$ cat config.mk
export PLATFORM = sky130hd
export DESIGN_NAME = alu_uart_interface
export DESIGN_NICKNAME = d
export VERILOG_FILES = /design/src/rtl/alu_uart_interface.sv
export SDC_FILE = /design/constraint.sdc
export NUM_CORES = 1
export LEC_CHECK = 0
export CAP_MARGIN = 5
export CORE_AREA = 4 4 96 53
export CTS_CLUSTER_SIZE = 14
export DETAILED_ROUTE_END_ITERATION = 6
export DIE_AREA = 0 0 100 57
export DONT_BUFFER_PORTS = 1
export PLACE_DENSITY = 0.84
export SYNTH_ARGS = -nofsm -noshare
export SYNTH_HDL_FRONTEND = slang
export SYNTH_SLANG_ARGS = --single-unit
$ cat constraint.sdc
create_clock -name i_clk -period 4.4 [get_ports i_clk]
set_clock_uncertainty 0.05 [all_clocks]
set_input_delay 0.66 -clock i_clk [delete_from_list [all_inputs] [get_ports i_clk]]
set_output_delay 0.66 -clock i_clk [all_outputs]
set_load 0.005 [all_outputs]
$ cat src/rtl/alu_uart_interface.sv
// alu_uart_interface: frame sequencer between a UART RX/TX pair and a
// combinational ALU. Collects operand A, operand B and opcode bytes, drives
// them to the ALU and hands the captured result to the UART transmitter.
//
// Handshakes: i_rx_done and i_tx_done are single-cycle pulses. A byte is
// consumed only on a cycle where i_rx_done=1. o_tx_start is a single-cycle
// request, and the transmitter answers it with i_tx_done. o_op_error and
// o_overrun are single-cycle event flags.
module alu_uart_interface #(
   parameter int NB_DATA        = 8,
   parameter int NB_OP          = 6,
   parameter int TIMEOUT_CYCLES = 1000000
) (
   input  logic               i_clk,
   input  logic               i_reset,
   input  logic [NB_DATA-1:0] i_rx_data,
   input  logic               i_rx_done,
   output logic [NB_DATA-1:0] o_data_a,
   output logic [NB_DATA-1:0] o_data_b,
   output logic [NB_OP-1:0]   o_op,
   input  logic [NB_DATA-1:0] i_alu_result,
   output logic [NB_DATA-1:0] o_tx_data,
   output logic               o_tx_start,
   input  logic               i_tx_done,
   output logic               o_op_error,
   output logic               o_overrun
);

   localparam int NB_CNT = $clog2(TIMEOUT_CYCLES) + 1;
   localparam logic [NB_CNT-1:0] CNT_LAST = NB_CNT'(TIMEOUT_CYCLES - 1);

   localparam logic [NB_OP-1:0] OP_ADD = NB_OP'(8'h20);
   localparam logic [NB_OP-1:0] OP_SUB = NB_OP'(8'h22);
   localparam logic [NB_OP-1:0] OP_AND = NB_OP'(8'h24);
   localparam logic [NB_OP-1:0] OP_OR  = NB_OP'(8'h25);
   localparam logic [NB_OP-1:0] OP_XOR = NB_OP'(8'h26);
   localparam logic [NB_OP-1:0] OP_SRA = NB_OP'(8'h03);
   localparam logic [NB_OP-1:0] OP_SRL = NB_OP'(8'h02);
   localparam logic [NB_OP-1:0] OP_NOR = NB_OP'(8'h27);

   typedef enum logic [2:0] {
      IDLE    = 3'd0,
      WAIT_B  = 3'd1,
      WAIT_OP = 3'd2,
      EXEC    = 3'd3,
      WAIT_TX = 3'd4
   } state_t;

   state_t              r_state;
   logic [NB_CNT-1:0]   r_cnt;
   logic [NB_DATA-1:0]  r_data_a;
   logic [NB_DATA-1:0]  r_data_b;
   logic [NB_OP-1:0]    r_op;
   logic [NB_DATA-1:0]  r_tx_data;
   logic                r_tx_start;
   logic                r_op_error;
   logic                r_overrun;

   logic [NB_OP-1:0]    w_op_bits;
   logic                w_op_valid;
   logic                w_timeout;

   // Opcode byte is accepted only if its upper bits are clear and the low
   // bits name one of the supported ALU operations.
   always_comb begin
      w_op_bits  = i_rx_data[NB_OP-1:0];
      w_op_valid = (i_rx_data[NB_DATA-1:NB_OP] == '0) &&
                   (w_op_bits inside {OP_ADD, OP_SUB, OP_AND, OP_OR,
                                      OP_XOR, OP_SRA, OP_SRL, OP_NOR});
      w_timeout  = (r_cnt == CNT_LAST);
   end

   // Frame sequencer; a received byte always takes priority over watchdog expiry.
   always_ff @(posedge i_clk or posedge i_reset) begin
      if (i_reset) begin
         r_state    <= IDLE;
         r_cnt      <= '0;
         r_data_a   <= '0;
         r_data_b   <= '0;
         r_op       <= '0;
         r_tx_data  <= '0;
         r_tx_start <= 1'b0;
         r_op_error <= 1'b0;
         r_overrun  <= 1'b0;
      end else begin
         r_tx_start <= 1'b0;
         r_op_error <= 1'b0;
         r_overrun  <= 1'b0;
         case (r_state)
            IDLE: begin
               r_cnt <= '0;
               if (i_rx_done) begin
                  r_data_a <= i_rx_data;
                  r_state  <= WAIT_B;
               end
            end
            WAIT_B: begin
               if (i_rx_done) begin
                  r_data_b <= i_rx_data;
                  r_cnt    <= '0;
                  r_state  <= WAIT_OP;
               end else if (w_timeout) begin
                  r_cnt    <= '0;
                  r_state  <= IDLE;
               end else begin
                  r_cnt    <= r_cnt + 1'b1;
               end
            end
            WAIT_OP: begin
               if (i_rx_done) begin
                  r_cnt <= '0;
                  if (w_op_valid) begin
                     r_op    <= w_op_bits;
                     r_state <= EXEC;
                  end else begin
                     r_op_error <= 1'b1;
                     r_state    <= IDLE;
                  end
               end else if (w_timeout) begin
                  r_cnt   <= '0;
                  r_state <= IDLE;
               end else begin
                  r_cnt   <= r_cnt + 1'b1;
               end
            end
            EXEC: begin
               r_tx_data  <= i_alu_result;
               r_tx_start <= 1'b1;
               r_state    <= WAIT_TX;
               if (i_rx_done) r_overrun <= 1'b1;
            end
            WAIT_TX: begin
               if (i_rx_done) r_overrun <= 1'b1;
               if (i_tx_done) r_state <= IDLE;
            end
            default: begin
               r_cnt   <= '0;
               r_state <= IDLE;
            end
         endcase
      end
   end

   assign o_data_a   = r_data_a;
   assign o_data_b   = r_data_b;
   assign o_op       = r_op;
   assign o_tx_data  = r_tx_data;
   assign o_tx_start = r_tx_start;
   assign o_op_error = r_op_error;
   assign o_overrun  = r_overrun;

endmodule
### After elaboration in Yosys (flattened, before gate mapping)

Cells that the tools add are included.

* register bits after elaboration: 57
* word-level logic and storage cells: 51

* reductions and logical operators: 10
* add/subtract/negate cells: 1
* eq/ne operators: 15
* muxes and demuxes: 16

Operators by type and width (number)
* two-way mux 21 bit: 2
* one-hot mux 21 bit (2 select lines): 1
* equality test 6 bit (second input constant): 6
* adder 21 x 1 -> 21 bit (second input constant): 1
* equality test 21 x 20 -> 1 bit (second input constant): 1
* two-way mux 3 bit: 5
* one-hot mux 3 bit (5 select lines): 1
* equality test 6 x 2 -> 1 bit (second input constant): 2
* nonzero test 8 bit: 1
* equality test 3 x 2 -> 1 bit (second input constant): 2
* two-way mux 1 bit: 6
* AND reduction 2 bit: 3
* inequality test 2 bit (second input constant): 2
* OR reduction 2 bit: 2
* equality test 3 x 1 -> 1 bit (second input constant): 1
* equality test 3 bit (second input constant): 1
* zero test 3 bit: 1
* AND reduction 3 bit: 1
* zero test 2 bit: 1
* two-way mux 2 bit: 1
* logical AND 1 bit: 1

### Depth between registers and ports, before layout

Gate-level depths: netlist of the first run.

* depth after elaboration: 6
* gate-level depth with buffers: 8

### Least setup slack after synthesis of the first run

Ideal clock, no wire load.

* path kind: input to register
* from: input i_rx_data[7]
* to: register r_op[0], in the netlist o_op[0]
* cell stages on the path: 5
* setup slack: 2.302 ns
* data arrival time: 1.923 ns
* path buffers: 1
* data required time: 4.225 ns
* cell sequence: nor4_1 -> o221ai_1 -> or4_1 -> clkbuf_1 -> mux2_2

* longest elaborated chain between the ends: 3

Ends and longest elaborated chain
* start, declared: RTL line 16 `input logic [NB_DATA-1:0] i_rx_data,`
* zero test 2 bit: RTL line 67 `w_op_valid = (i_rx_data[NB_DATA-1:NB_OP] == '0) &&`
* logical AND 1 bit: RTL line 67
* AND reduction 3 bit (no line)
* end signal, assigned: RTL line 113 `r_op <= w_op_bits;`
* end, declared: RTL line 53 `logic [NB_OP-1:0] r_op;`

Every way passes these cells.
A chain may end at the register's enable or synchronous reset.

### Worst setup path in the final report of the first run

* from: register r_state[1]
* to: register r_cnt[18]

* longest elaborated chain between the ends: 3

Ends and longest elaborated chain
* start, declared: RTL line 49 `state_t r_state;`
* start signal, assigned: RTL line 76 `r_state <= IDLE;`
* start signal, assigned: RTL line 94 `r_state <= WAIT_B;`
* start signal, assigned: RTL line 101 `r_state <= WAIT_OP;`
* equality test 3 bit (tied with other cells): RTL line 89 `case (r_state)`
* OR reduction 2 bit (no line)
* one-hot mux 21 bit (2 select lines): RTL line 89
* end signal, assigned: RTL line 106 `r_cnt <= r_cnt + 1'b1;`
* end signal, assigned: RTL line 123 `r_cnt <= r_cnt + 1'b1;`
* end, declared: RTL line 50 `logic [NB_CNT-1:0] r_cnt;`

Several ways; a longest one is shown, not always the timed one.

==> out/results.txt, run 1 <==
Initial Util: 0.633
Post-Syn Area: 0.00268 sq mm
clock power share: 0.332
post-synth top area share: 0.533
Final HPWL DP: 3980 microns
worst-path fanout max: 23
clock latency at the later pin of the worst-skew pair: 0.33 ns
vias in the first global route: 1,837
status: complete, no violations
initial antenna violation count: 0
max-slew violation count: 0
DR vias: 1,890
Max VDD drop: 0.417 mV
ANT cells: 0
Die ar.: 0.00570 sq mm
first-pass iteration count of the detailed router: 5
Worst-Margin Slew: 0.721 ns
Std-Cell Rows: 17
CTS Hold Bufs: 0
Avg Vias per Cell: 5.87
DIE HEIGHT: 57 microns
GPL Wtd Cong: 0.786
Max-Cap Viols: 0
remaining antenna violation count: 0
Worst setup EP type: register
startpoint class of the critical path: register
Synth Warn #: 0
Port Buffers: 0
clk slew on worst S/H paths: 0.07 ns
Ports: 53
top cells by count, synth: dfrtp_1 (57), nand2_1 (38), nor2_1 (35)
Top FF cell, synth: dfrtp_1
critical path class: register to register
FFs w/ async S/R, synth: 1.00
max frequency: 0.429 GHz
Net Switching: 0.000578 W
largest net degree at the start of global routing: 58
Worst slew margin: 0.517
critical path arrival: 2.47 ns
Clock Sinks: 57
sw frac: 0.321
Post-synth EDFFs: 0
final setup vio count: 0
Max clock buf depth: 2
number of CTS-inserted buffers: 9
Comb power frac: 0.200
clock tree from TritonCTS: yes
first-pass GRT wire length: 9340 microns
total core area: 0.00423 sq mm
DR WL/cell: 18.0 microns
Distinct cells, synth: 45
multi-input logic area: 0.00116 sq mm
most common cell in the synthesized netlist: dfrtp_1
final critical-path required period: 2.33 ns
root buffer cell: clkbuf_8
cts repair resizes: 0
share of layout cells above drive strength 1: 0.170
Post-CTS Setup Inserts: 0
Critical Path RT: 4.54 ns
Final Cycle Share: 0.529
DRC viols: 0
top cells by area, synth: dfrtp_1 (53%), mux2_2 (8.4%), nand2_1 (5.3%)
Hold WS: 0.354 ns
Synth Instances: 259
final wirelength: 5790 microns
chip width: 100 microns
leading area contributor after synthesis: dfrtp_1
register area share after synthesis: 0.533
Register Area: 0.00143 sq mm
H-tree level count: 3
PnR Total Power: 0.00180 W
Power Density: 611 mW/mm^2
TNS Setup: 0 ns
final hold violations: 0
proportion of power drawn by flip-flops and latches: 0.468
Global Route Usage Sum: 0.217
total internal power: 0.00122 W
Yosys reg bits: 57
Mean Syn Cell Area: 10.3 sq um
RSZ-0062 raised after global routing: false
syn_nets: 280
Area Growth Syn to Fin: 9.95%
number of fill cells: 295
DRC marker count from the first detailed-route iteration: 152
P_leak: 1.25 nW
Overflow after GRT: 0
min-delay worst type: primary input to async pin
fin nets: 281
-- per-layer routing --
metal  track usage  wire length (microns)  part of all wire  vias to the layer above
met1         0.318                   2720              0.47                      907
met2         0.282                   2400              0.41                       91
met4        0.0940                     87             0.015                        0
met3        0.0867                    587              0.10                        9
li1              -                      -                 -                      883
met5             0                      0                 0                        -
-- area by class of cell --
| cell class | count | share of cell area |
|---|---|---|
| Clock inverter | 5 | 0.0348 |
| Tap cell | 57 | 0.0242 |
| Timing Repair Buffer | 1 | 0.00255 |
| Inverter | 9 | 0.0115 |
| Clock buffer | 11 | 0.0480 |
| Sequential cell | 57 | 0.484 |
| Multi-Input combinational cell | 182 | 0.394 |
-- power groups by stage --
stage               Combinational (W)  Sequential (W)  Clock, W
floorplan                    0.000356        0.000758         0
global placement             0.000336        0.000840         0
detailed placement           0.000361        0.000845         0
CTS                          0.000363        0.000841  0.000610
global route                 0.000407        0.000864  0.000633
finish                       0.000360        0.000841  0.000597
-- critical path, stage by stage, from the launching register on --
cell and delay [ns]:
dfrtp_1 0.62, nand3b_2 0.40, inv_2 0.16, or3_1 0.49, nor3_1 0.27, xnor2_1 0.14, nor2_1 0.06
-- path summary, 6_finish.rpt --
| path | startpoint | end | slack [ns] | cells after the start |
|---|---|---|---|---|
| max | r_state[1] | r_cnt[18] | 2.07 | 6 |
| max reg2reg | r_state[1] | r_cnt[18] | 2.07 | 6 |
| max in group asynchronous | i_reset | r_cnt[11] | 3.47 | 2 |
| min in group i_clk | i_tx_done | r_state[2] | 0.38 | 1 |
| min | i_reset | o_op[4] | 0.35 | 2 |
| min reg2reg | o_op[3] | o_op[3] | 0.47 | 1 |
-- stage by stage --
| stage | setup WS, ns | cell area [sq um] | util | cells |
|---|---|---|---|---|
| 6_report | 2.07 | 2940 | 0.696 | 322 |
| 5_1_grt | 1.90 | 2940 | 0.696 | 322 |
| 4_1_cts | 2.07 | 2940 | 0.696 | 322 |
| 3_5_place_dp | 1.95 | 2700 | 0.638 | 306 |
| 3_3_place_gp | 2.03 | 2700 | 0.638 | 306 |
| 2_1_floorplan | 2.29 | 2680 | - | 259 |
-- state kept, by name, summed over array words and instances, names as in the netlist --
register,flops
o_tx_data,8
o_data_b,8
o_data_a,8
r_state,3
o_op_error,1
o_op,6
o_tx_start,1
o_overrun,1
r_cnt,21
-- cell usage in the layout, fill, tap and decap left out, types with 4 or more instances in the layout --
cell and instances:
dfrtp_1 57, nand2_1 38, nor2_1 35, mux2_2 20, xnor2_1 16, clkbuf_8 10
nor3_1 9, inv_1 7, nand3_1 6, a21oi_1 5, nor4_1 4, and3_1 4
o21ai_0 4, and2_1 4
-- cells by family (layout without fill, tap and decap cells) --
kind of cell | Yosys count | in the layout | share of synthesized area
xor gates and xnor gates | 17 | 17 | 0.0556
adders and majority gates | 1 | 1 | 0.00467
and+or+nand+nor | 123 | 123 | 0.228
DFF | 57 | 57 | 0.533
buffers and inverters | 20 | 26 | 0.0336
muxes | 21 | 21 | 0.0879
AOI/OAI and AO/OA | 20 | 20 | 0.0579
Power figures use the tool's default switching activity.
==> run 2, diff against run 1 <==
Settings changed: CORE_AREA 4 4 96 53 to 4 4 98 54, DIE_AREA 0 0 100 57 to 0 0 102 58, PLACE_DENSITY 0.84 to 0.81.
Clock period 4.4 ns to 2.4 ns, I/O delays scaled along.
==> run 2 against run 1 <==
  * Critical endpoint is now r_cnt[13]
  * Highest routed layer unchanged
  * Largest power group unchanged
  * Core utilization shrank 1.1 points
  * Setup slack lost 1.9 ns
  * Register-to-register slack lost 1.9 ns
  * Clock-buffer cell count is the same
  * Power grew 73%
  * Clock power grew 46%
  * Critical path depth shrank 1
==> out/results.txt, run 2 (synthesized netlist as in run 1, its figures left out) <==
status: complete, no violations (unchanged)
worst path cell trace: or4b_1, nor3_2, a41oi_4, a21oi_4, nor2_1 (was nand3b_2, inv_2, or3_1, nor3_1, xnor2_1, nor2_1)
worst reg2reg path startpoint: r_cnt[11] (was r_state[1])
final setup vio count: 0 (unchanged)
hold_sp: i_tx_done
PnR Total Power: 0.00311 W (was 0.00180 W)
most common cell after layout, fill and taps aside: dfrtp_1 (unchanged)
Worst-Margin Slew: 0.605 ns (was 0.721 ns)
share of layout cells above drive strength 1: 0.190 (was 0.170)
critical path's slowest cell: or4b_1 (was dfrtp_1)
fin nets: 289 (was 281)
Post-CTS Setup Inserts: 0 (unchanged)
final hold violations: 0 (unchanged)
max reg flops: 21 (unchanged)
PnR worst setup slack: 0.208 ns (was 2.07 ns)
first-pass iteration count of the detailed router: 4 (was 5)
Final Cycle Share: 0.914 (was 0.529)
TNS Setup: 0 ns (unchanged)
Final HPWL DP: 3940 microns (was 3980 microns)
Overflow after GRT: 0 (unchanged)
worst r2r dst: r_cnt[13] (was r_cnt[18])
Max clock buf depth: 2 (unchanged)
ANT cells: 0 (unchanged)
clock tree from TritonCTS: yes (unchanged)
cell area after placement: 0.00277 sq mm (was 0.00270 sq mm)
max-slew violation count: 0 (unchanged)
number of CTS-inserted buffers: 9 (unchanged)
H-tree level count: 3 (unchanged)
non-filler cells, final: 330 (was 322)
most frequent cells in the layout: dfrtp_1 (57), nand2_1 (38), nor2_1 (35), mux2_2 (20), xnor2_1 (16) (unchanged)
RSZ-0062 raised after global routing: false (unchanged)
Worst setup EP type: register (unchanged)
Slowest Stage Delay on Critical Path: 0.54 ns (was 0.62 ns)
DRC marker count from the first detailed-route iteration: 124 (was 152)
Global Route Usage Sum: 0.208 (was 0.217)
cts repair resizes: 0 (unchanged)
min-delay worst type: primary input to register (was primary input to async pin)
GPL Wtd Cong: 0.804 (was 0.786)
Biggest register: r_cnt (unchanged)
post-route cell area: 0.00297 sq mm (was 0.00294 sq mm)
final critical-path required period: 2.19 ns (was 2.33 ns)
max frequency: 0.456 GHz (was 0.429 GHz)
critical path class: register to register (unchanged)
DRC viols: 0 (unchanged)
Die ar.: 0.00592 sq mm (was 0.00570 sq mm)
total core area: 0.00434 sq mm (was 0.00423 sq mm)
clock latency at the later pin of the worst-skew pair: 0.33 ns (about the same)
Initial Util: 0.617 (was 0.633)
initial antenna violation count: 0 (unchanged)
pre-CTS WS: 0.238 ns (was 1.95 ns)
P_leak: 1.26 nW (was 1.25 nW)
number of fill cells: 305 (was 295)
DR vias: 1,925 (was 1,890)
clk slew on worst S/H paths: 0.07 ns (about the same)
root buffer cell: clkbuf_8 (unchanged)
startpoint class of the critical path: register (unchanged)
critical path arrival: 2.34 ns (was 2.47 ns)
placed insts: 313 (was 306)
Power Density: 1050 mW/mm^2 (was 611 mW/mm^2)
largest net degree at the start of global routing: 30 (was 58)
chip width: 102 microns (was 100 microns)
Hold Path Stages: 1
Max VDD drop: 0.915 mV (was 0.417 mV)
worst-path fanout max: 16 (was 23)
DR WL/cell: 17.2 microns (was 18.0 microns)
DIE HEIGHT: 58 microns (was 57 microns)
Clock Sinks: 57 (unchanged)
first-pass GRT wire length: 9510 microns (was 9340 microns)
Area Growth Syn to Fin: 11.0% (was 9.95%)
Worst slew margin: 0.596 (was 0.517)
Avg Vias per Cell: 5.83 (was 5.87)
Max-Cap Viols: 0 (unchanged)
Std-Cell Rows: 17 (unchanged)
final wirelength: 5670 microns (was 5790 microns)
Hold Path Sink: r_state[2]
Critical Path RT: 2.55 ns (was 4.54 ns)
reg2reg setup slack: 0.21 ns (was 2.07 ns)
Ports: 53 (unchanged)
Port Buffers: 0 (unchanged)
vias in the first global route: 2,012 (was 1,837)
R2R depth: 5 (was 6)
remaining antenna violation count: 0 (unchanged)
## run 2: worst max path at each step
stage                   start         to
floorplan           r_cnt[11]  r_cnt[10]
global placement    r_cnt[11]  r_cnt[19]
detailed placement  r_cnt[11]  r_cnt[13]
CTS                 r_cnt[11]  r_cnt[13]
global route        r_cnt[11]  r_cnt[13]
finish              r_cnt[11]  r_cnt[13]
## run 2: stage by stage
stage          utilization  hold slack [ns]
2_1_floorplan            -            0.415
3_3_place_gp         0.637            0.293
3_5_place_dp         0.637            0.299
4_1_cts              0.685           0.0729
5_1_grt              0.685           0.0775
6_report             0.685           0.0809
## run 2: critical path, delay by kind of cell (launching register included)
family,cells,cell delay [ns]
AO/OA/AOI/OAI,2,0.69
flip-flops,1,0.44
AND/OR/NAND/NOR,3,0.88
## run 2: area by class of cell
| class | count | area [sq um] | share of cell area |
|---|---|---|---|
| inverters | 9 | 33.8 | 0.0114 |
| clock buffers | 11 | 141 | 0.0476 |
| multi-input cells | 182 | 1160 | 0.391 |
| clock inverters | 5 | 55.1 | 0.0185 |
| repair buffers | 9 | 82.6 | 0.0278 |
| flip-flops and latches | 57 | 1430 | 0.480 |
| well taps | 57 | 71.3 | 0.0240 |
## run 2: where the power goes
part	internal, W	leakage, nW	switching [W]
combinational	0.000348	0.428	0.000430
sequential	0.00123	0.742	0.000235
clock	0.000504	0.0953	0.000369
## run 2: metal layers
metal  global-route usage  part of all wire  vias up
met2                0.355              0.51       63
met5                    0                 0        -
met1                0.243              0.40      951
met4               0.0561             0.013        0
met3               0.0877             0.073        9
li1                     -                 -      902
## run 2: timing repair
item                                   4_1_cts  5_1_grt
endpoints found under the hold margin       28        0
setup endpoints to repair                    0        0
hold buffers                                 1        0
==> run 3, diff against run 2 <==
Settings changed: CTS_CLUSTER_SIZE 14 to default.
==> results of run 3 <==
Final layout, timing and power as in run 2 (identical DEF).
